==> config.mk <==
export PLATFORM = sky130hd
export DESIGN_NAME = tnn_serial_neuron
export DESIGN_NICKNAME = d
export VERILOG_FILES = /design/src/rtl/tnn_serial_neuron.sv
export SDC_FILE = /design/constraint.sdc
export NUM_CORES = 1
export LEC_CHECK = 0
export ABC_AREA = 1
export BUFFER_PORTS_ARGS = -buffer_cell sky130_fd_sc_hd__buf_4
export CAP_MARGIN = 20
export CORE_UTILIZATION = 45
export CTS_CLUSTER_SIZE = 14
export DETAILED_ROUTE_END_ITERATION = 16
export GPL_TIMING_DRIVEN = 1
export PLACE_DENSITY = 0.65
export REMOVE_ABC_BUFFERS = 1
export SLEW_MARGIN = 20
export SYNTH_ARGS = -nofsm -noshare
export SYNTH_HDL_FRONTEND = slang
export SYNTH_SLANG_ARGS = --single-unit
==> constraint.sdc <==
create_clock -name clk -period 3.89 [get_ports clk]
set_input_delay 0.778 -clock clk [delete_from_list [all_inputs] [get_ports clk]]
set_output_delay 0.778 -clock clk [all_outputs]
set_load 0.01 [all_outputs]
==> src/rtl/tnn_serial_neuron.sv <==
// tnn_serial_neuron: sequential threshold neuron for the TNN datapath.
// Accepts N_IN unsigned W-bit operands in one valid/ready handshake, then
// accumulates them one per cycle into a signed AW-bit sum. Operands whose
// POS_MASK bit is set are added and the others are subtracted. The result is
// presented as a firing bit (sum > THRESH, signed) plus the signed margin.
//
// Optional feature macro: APPROX_TRUNC_EN
//   defined   : the TRUNC_BITS LSBs of every operand are zeroed before accumulation
//   undefined : exact accumulation, TRUNC_BITS has no effect
//
// state  | meaning
// -------+------------------------------------------------------------
// IDLE   | waiting for an operand vector, in_ready = 1
// ACCUM  | adding/subtracting operand[idx], one per cycle
// DONE   | result held on out_* with out_valid = 1 until out_ready

module tnn_serial_neuron #(
    parameter int              N_IN       = 5,
    parameter int              W          = 3,
    parameter logic [N_IN-1:0] POS_MASK   = 5'b10110,
    parameter int              THRESH     = 0,
    parameter int              TRUNC_BITS = 1,
    localparam int             AW         = W + $clog2(N_IN) + 1
) (
    input  logic                   clk,
    input  logic                   rst_n,
    input  logic                   in_valid,
    output logic                   in_ready,
    input  logic [N_IN*W-1:0]      in_data,
    output logic                   out_valid,
    input  logic                   out_ready,
    output logic                   out_bit,
    output logic signed [AW-1:0]   out_margin
);

    localparam int IW = $clog2(N_IN);

`ifdef APPROX_TRUNC_EN
    localparam int DROP = TRUNC_BITS;
`else
    // exact accumulation keeps every operand bit; TRUNC_BITS is accepted but inert
    localparam int DROP = 0 * TRUNC_BITS;
`endif

    localparam logic [W-1:0]         OP_MASK  = ~W'((1 << DROP) - 1);
    localparam logic signed [AW-1:0] THRESH_S = AW'(THRESH);
    localparam logic [IW-1:0]        LAST_IDX = IW'(N_IN - 1);

    typedef enum logic [1:0] {
        S_IDLE  = 2'd0,
        S_ACCUM = 2'd1,
        S_DONE  = 2'd2
    } state_t;

    state_t                state;
    logic [N_IN*W-1:0]     data_q;
    logic signed [AW-1:0]  acc;
    logic [IW-1:0]         idx;

    logic [W-1:0]          op_raw;
    logic [W-1:0]          op_eff;
    logic signed [AW-1:0]  op_ext;
    logic signed [AW-1:0]  acc_next;

    // select the current operand, apply optional truncation and the polarity
    always_comb begin
        op_raw   = data_q[idx*W +: W];
        op_eff   = op_raw & OP_MASK;
        op_ext   = {{(AW-W){1'b0}}, op_eff};
        acc_next = POS_MASK[idx] ? (acc + op_ext) : (acc - op_ext);
    end

    // sequencing FSM with registered handshake and result outputs
    always_ff @(posedge clk) begin
        if (!rst_n) begin
            state      <= S_IDLE;
            data_q     <= '0;
            acc        <= '0;
            idx        <= '0;
            in_ready   <= 1'b1;
            out_valid  <= 1'b0;
            out_bit    <= 1'b0;
            out_margin <= '0;
        end else begin
            case (state)
                S_IDLE: begin
                    if (in_valid && in_ready) begin
                        data_q   <= in_data;
                        acc      <= '0;
                        idx      <= '0;
                        in_ready <= 1'b0;
                        state    <= S_ACCUM;
                    end
                end
                S_ACCUM: begin
                    acc <= acc_next;
                    if (idx == LAST_IDX) begin
                        // result registers are loaded from the final sum directly
                        out_margin <= acc_next;
                        out_bit    <= (acc_next > THRESH_S);
                        out_valid  <= 1'b1;
                        state      <= S_DONE;
                    end else begin
                        idx <= idx + 1'b1;
                    end
                end
                S_DONE: begin
                    if (out_ready) begin
                        out_valid <= 1'b0;
                        in_ready  <= 1'b1;
                        state     <= S_IDLE;
                    end
                end
                default: begin
                    out_valid <= 1'b0;
                    in_ready  <= 1'b1;
                    state     <= S_IDLE;
                end
            endcase
        end
    end

endmodule

==> results.json, run 1 <==
{
  "outcome": "completed",
  "antenna_found_initial": 0,
  "row_count": 24,
  "cts_post_setup_buffers_inserted": 0,
  "grt_start_max_net_pins": 23,
  "drc": 0,
  "num_io_pins": 29,
  "placed_area_mm2": 0.00226,
  "clock-root-buffer": "clkbuf_8",
  "synth.largest_area_cell": "dfxtp_1",
  "power.switching_mw": 0.361,
  "leakage_nw": 1.13,
  "area_growth_pct": 15.3,
  "clock_edge_transition_at_the_registers_on_the_reported_setup_and_hold_paths_ps": 70,
  "finalWirelength_um": 4000,
  "postSynth.topFlopCell": "dfxtp_1",
  "globalplace.congestion": 0.862,
  "ant_nets": 0,
  "timing.critical_path.slowest_cell_delay_ps": 510,
  "drt_pass1_iterations": 4,
  "p_clk_frac": 0.243,
  "cts_hold_buffers": 0,
  "syn-cell-area_mm2": 0.00203,
  "start_util": 0.465,
  "global_route_wire_length_before_repair_um": 7290,
  "worstSetupEndpointType": "flip-flop",
  "drive_gt1_frac": 0.158,
  "power.density_mw_per_mm2": 442,
  "synth_enable_flop_cells": 0,
  "power.share.combinational": 0.328,
  "critPathArrivalTime_ps": 3090,
  "rsz0062_at_grt": "false",
  "core_region_area_mm2": 0.00435,
  "worst_ir_drop_vdd_mv": 0.241,
  "setup_tns_ps": 0,
  "finalSetupViolations": 0,
  "die_height_um": 69.1,
  "sequential_element_share_of_the_synthesized_area": 0.376,
  "routed_wire_length_per_instance_um": 10.7,
  "synthTopCellsByArea": "dfxtp_1, nand2_1, nor2_1",
  "post_route_cell_area_mm2": 0.00233,
  "synth.cells.most_frequent": "nand2_1, nor2_1, dfxtp_1",
  "cts.sinks": 38,
  "first_global_vias": 1636,
  "worstSetupStartpointType": "flip-flop",
  "die-width_um": 69.1,
  "seqPwrFrac": 0.429,
  "clock_insertion_delay_worst_skew_ps": 290,
  "crit_path_class": "reg -> reg",
  "final.setup_skew_ps": 5.51,
  "max-slew-margin-rel": 0.637,
  "maxClockFrequency_ghz": 0.351,
  "filler_cells_inserted": 456,
  "multiInputGateArea_mm2": 0.00108,
  "cp_max_fo": 10,
  "synth_async_sr_flop_share": 0,
  "finalNetCount": 352,
  "path_cells": "inv_2 -> o21ai_0 -> nand2_1 -> a22oi_2 -> ha_1 -> ha_1 -> nand2_1 -> o21ai_0 -> ha_1 -> nand2_1 -> inv_2 -> nand3_2 -> nand3_1 -> nand2_1 -> nand2_1 -> nor2_1 -> or2_1 -> inv_1",
  "synth_cells": 294,
  "cts-htree-levels": 2,
  "yosys.cell_count.top_type": "nand2_1",
  "cp_num_buf_inv": 3,
  "final_min_period_over_clock_period": 0.732,
  "final_hold_viol_count": 0,
  "cts_buffers": 5,
  "max_slew.worst_pin.slew_ps": 544,
  "grt_remaining_overflow": 0,
  "tot_gr_track_use": 0.189,
  "synth.avg_cell_area_um2": 6.89,
  "yosys_register_bits": 38,
  "power.switching_fraction": 0.350,
  "synth_top_area_frac": 0.376,
  "tritoncts": "yes",
  "antenna-diode-count": 0,
  "drt_iter0_markers": 95,
  "ys_types": 30,
  "worst_ep_required_time_ps": 4130,
  "layout.area.seq_um2": 761,
  "power_report.internal_total_mw": 0.671,
  "die_area_mm2": 0.00477,
  "sum_of_net_half_perimeters_after_detailed_placement_um": 3040,
  "critical-path-top-delay-family": "adder cells",
  "buffer_ports.inserted": 28,
  "total_number_of_vias": 1820,
  "drv.max_cap_violation_count": 0,
  "cpMostUsedCell": "nand2_1",
  "hold_path_class": "reg -> reg",
  "final.min_clock_period_ps": 2850,
  "critical_path.slowest_cell": "dfxtp_1",
  "post_drt_via_cell_ratio": 4.87,
  "cts_max_path_buffers": 2,
  "synth_warnings": 0,
  "report.final.slew_viol_count": 0,
  "ctsResizeCount": 0
}
-- final timing paths --
path / cells after the start / start / slack (ps) / endpoint
setup / recovery: 18 / idx[0]$_SDFFE_PN0P_ / 1040 / out_margin[6]$_SDFFE_PN0P_
hold reg to reg: 2 / out_margin[2]$_SDFFE_PN0P_ / 460 / out_margin[2]$_SDFFE_PN0P_
setup reg to reg: 18 / idx[0]$_SDFFE_PN0P_ / 1040 / out_margin[6]$_SDFFE_PN0P_
hold / removal: 2 / out_margin[2]$_SDFFE_PN0P_ / 460 / out_margin[2]$_SDFFE_PN0P_
-- tightest hold or removal path: stages (launching register included) --
cell and delay (ps):
dfxtp_1 310, nand2_1 60, a21oi_1 50
-- metal layers --
metal,global-route usage,vias up,part of all wire
met5,0,-,0
met4,0.0680,0,0.012
met3,0.0424,5,0.031
met2,0.317,28,0.46
met1,0.237,797,0.49
li1,-,990,-
-- layout make-up --
cell class,instances,area share
multi-input combinational,211,0.461
sequential,38,0.326
timing repair buffer,28,0.0900
inverter,38,0.0622
clock buffer,7,0.0327
tap,52,0.0279
-- cell usage in the layout, fill, tap and decap left out, types with 2 or more instances in the layout --
cell type  Yosys  layout
o21ai_0       26      26
buf_4          2      28
nand3_1       16      16
clkbuf_8       0       5
o21ai_1        4       4
a21oi_1       14      14
a211oi_1       2       2
nand2_4        3       3
ha_1          10      10
nor2_1        58      58
dfxtp_1       38      38
clkbuf_1       3       2
inv_1         31      31
nor2_2         3       3
nand2_1       63      63
inv_2          6       6
-- state kept, by name (all words and copies together) (netlist names), named ones only --
register and count:
data_q 15, acc 7, out_margin 7, idx 3, state 2, in_ready 1
out_bit 1, out_valid 1
-- power by group through the flow --
stage | Combinational [mW] | Clock (mW) | Sequential, mW
after global routing | 0.394 | 0.278 | 0.447
after detailed placement | 0.339 | 0 | 0.451
after CTS | 0.341 | 0.258 | 0.443
after global placement | 0.338 | 0 | 0.451
after floorplan | 0.260 | 0 | 0.446
final | 0.338 | 0.250 | 0.443
-- through the flow --
step	setup slack (ps)	power, mW	hold WS (ps)	std cells	util
floorplan	1360	0.706	445	287	-
global placement	1110	0.789	454	367	0.519
detailed placement	1060	0.790	454	367	0.519
CTS	1050	1.04	465	374	0.536
global route	672	1.12	474	374	0.536
finish	1040	1.03	461	374	0.536
-- cell families after synthesis --
logic type | synth area share
AO/OA/AOI/OAI | 0.135
AND/OR/NAND/NOR | 0.326
buffers and inverters | 0.0926
flip-flops | 0.376
adder cells (fa/ha/maj) | 0.0716
Power figures use the tool's default switching activity.
==> run 2, diff against run 1 <==
clock period = 2.81 ns   (was 3.89 ns; I/O delays follow)
==> run 2 against run 1 <==
Effect of this change:
- register-to-register slack worse by 880 ps
- total power is 76% higher
- clock power is 130% higher
- sequential cell count stayed put
- non-clock buffer count is 10 higher
- critical path depth is 1 higher
- combinational power is 85% higher
- clock skew is 4.3 ps higher
- cell area is 11% higher
- fmax is 7.4% higher
- routed wire length is 12% higher
- critical path type unchanged
- highest routed layer unchanged
==> results.json, run 2 (synthesized netlist as in run 1, its figures left out) <==
{
  "outcome": "completed",
  "antenna-diode-count": 0,
  "worstSetupStartpointType": "flip-flop",
  "worstRegToRegCells": 19,
  "finalNetCount": 362,
  "max_slew.worst_pin.slew_ps": 590,
  "setup.reg_to_reg.worst_slack_ps": 160,
  "post_layout_nonfiller_instances": 385,
  "finalSetupViolations": 0,
  "post_route_cell_area_mm2": 0.00259,
  "die_height_um": 69.1,
  "num_io_pins": 29,
  "die_area_mm2": 0.00477,
  "global_route_wire_length_before_repair_um": 7660,
  "ant_nets": 0,
  "routed_wire_length_per_instance_um": 11.7,
  "post-route-worst-setup-slack_ps": 157,
  "core_region_area_mm2": 0.00435,
  "leakage_nw": 1.22,
  "row_count": 24,
  "drv.max_cap_violation_count": 0,
  "start_util": 0.465,
  "globalplace.congestion": 0.862,
  "power.density_mw_per_mm2": 702,
  "r2r_start": "idx[0]$_SDFFE_PN0P_",
  "filler_cells_inserted": 429,
  "hold_path_class": "reg -> reg",
  "buffer_ports.inserted": 28,
  "tritoncts": "yes",
  "drt_pass1_iterations": 4,
  "worstReg2RegEnd": "out_bit$_SDFFE_PN0P_",
  "layout.core_utilization": 0.595,
  "drt_iter0_markers": 62,
  "final.min_clock_period_ps": 2650,
  "sum_of_net_half_perimeters_after_detailed_placement_um": 3170,
  "cts.sinks": 38,
  "first_global_vias": 1789,
  "final_min_period_over_clock_period": 0.944,
  "clock-root-buffer": "clkbuf_8",
  "placed_area_mm2": 0.00228,
  "cts-htree-levels": 2,
  "report.final.slew_viol_count": 0,
  "tot_gr_track_use": 0.196,
  "worst_ir_drop_vdd_mv": 0.302,
  "drc": 0,
  "die-width_um": 69.1,
  "cts_buffers": 5,
  "maxClockFrequency_ghz": 0.377,
  "cts_hold_buffers": 0,
  "final.setup_skew_ps": 9.77,
  "post_drt_via_cell_ratio": 4.97,
  "drive_gt1_frac": 0.258,
  "antenna_found_initial": 0,
  "multiInputGateArea_mm2": 0.00116,
  "finalWirelength_um": 4490,
  "place_worst_setup_slack_ps": 42.9,
  "cts_max_path_buffers": 2,
  "grt_remaining_overflow": 0,
  "clock_edge_transition_at_the_registers_on_the_reported_setup_and_hold_paths_ps": 70,
  "placedCellCount": 370,
  "top_register": "data_q",
  "layout.area.seq_um2": 766,
  "cp-endpoint": "out_bit$_SDFFE_PN0P_",
  "crit_path_class": "reg -> reg",
  "cp_max_fo": 4,
  "worst_ep_required_time_ps": 2970,
  "grt_start_max_net_pins": 23,
  "final_cell_mix": "nand2_1, nor2_1, dfxtp_1",
  "mostFrequentLayoutCell": "nand2_1",
  "critPathArrivalTime_ps": 2820,
  "clock_insertion_delay_worst_skew_ps": 300,
  "worstSetupEndpointType": "flip-flop",
  "area_growth_pct": 27.8,
  "final_hold_viol_count": 0,
  "largest_register_ff_count": 15,
  "crit_path_start": "idx[0]$_SDFFE_PN0P_",
  "largest_registers": "data_q x15, acc x7, out_margin x7",
  "total_number_of_vias": 1913,
  "max-slew-margin-rel": 0.606
}
==> run 2: cell types whose count changed in the layout (fill, tap and decap cells not counted), sizes merged <==
cell    change
buf        +10
bufinv      +2
clkbuf      -1
==> run 2: worst max-delay path, stage by stage (launching register included) <==
cell     delay, ps
dfxtp_4        370
buf_6          120
nor2_1          90
nor2_1          40
o21ai_0         70
nand2_1         80
a22oi_2        190
buf_4          150
buf_4          100
inv_1           40
ha_1           240
fa_2           450
inv_1           90
nand2_1         70
nor2_1          90
nand3_1         70
nor2_1         100
nand2_1         50
nand2_1         70
a21oi_2         50
==> run 2: per-stage QoR <==
step	setup TNS, ps	power (mW)	hold slack [ps]
2_1_floorplan	0	0.978	445
3_3_place_gp	0	1.11	458
3_5_place_dp	0	1.12	460
4_1_cts	0	1.70	470
5_1_grt	-105	1.93	491
6_report	0	1.82	472
==> run 2: power breakdown <==
part           switching [mW]  total, mW  internal [mW]
sequential             0.0334      0.615          0.581
clock                   0.199      0.577          0.379
combinational           0.353      0.625          0.272
total                   0.585       1.82           1.23
==> run 2: final cells by class <==
| class | instances | share of cell area |
|---|---|---|
| clock inverter | 2 | 0.0232 |
| inverter | 38 | 0.0561 |
| multi-input combinational | 211 | 0.450 |
| clock buffer | 6 | 0.0319 |
| timing repair buffer | 38 | 0.118 |
| tap | 52 | 0.0251 |
| sequential | 38 | 0.296 |
==> run 2: what timing repair did <==
item | in CTS | in global routing
gates resized for setup | 1 | 26
setup endpoints to repair | 1 | 11
setup buffers | 3 | 4
pin swaps | 2 | 10
==> run 2: how the worst min path moves through the flow <==
stage                                           from  cells after the start                          to
after floorplan                  acc[2]$_SDFFE_PN0P_                      2         acc[2]$_SDFFE_PN0P_
after global placement    out_margin[2]$_SDFFE_PN0P_                      2  out_margin[2]$_SDFFE_PN0P_
after detailed placement         acc[2]$_SDFFE_PN0P_                      2         acc[2]$_SDFFE_PN0P_
after CTS                        acc[2]$_SDFFE_PN0P_                      2         acc[2]$_SDFFE_PN0P_
after global routing             acc[0]$_SDFFE_PN0P_                      2         acc[0]$_SDFFE_PN0P_
final                     out_margin[2]$_SDFFE_PN0P_                      2  out_margin[2]$_SDFFE_PN0P_
==> run 2: metal layers <==
metal,up-vias,wire length (um),global-route usage
met1,847,2090,0.242
met5,-,0,0
li1,1011,-,-
met3,12,152,0.0336
met2,43,2140,0.329
met4,0,108,0.0907
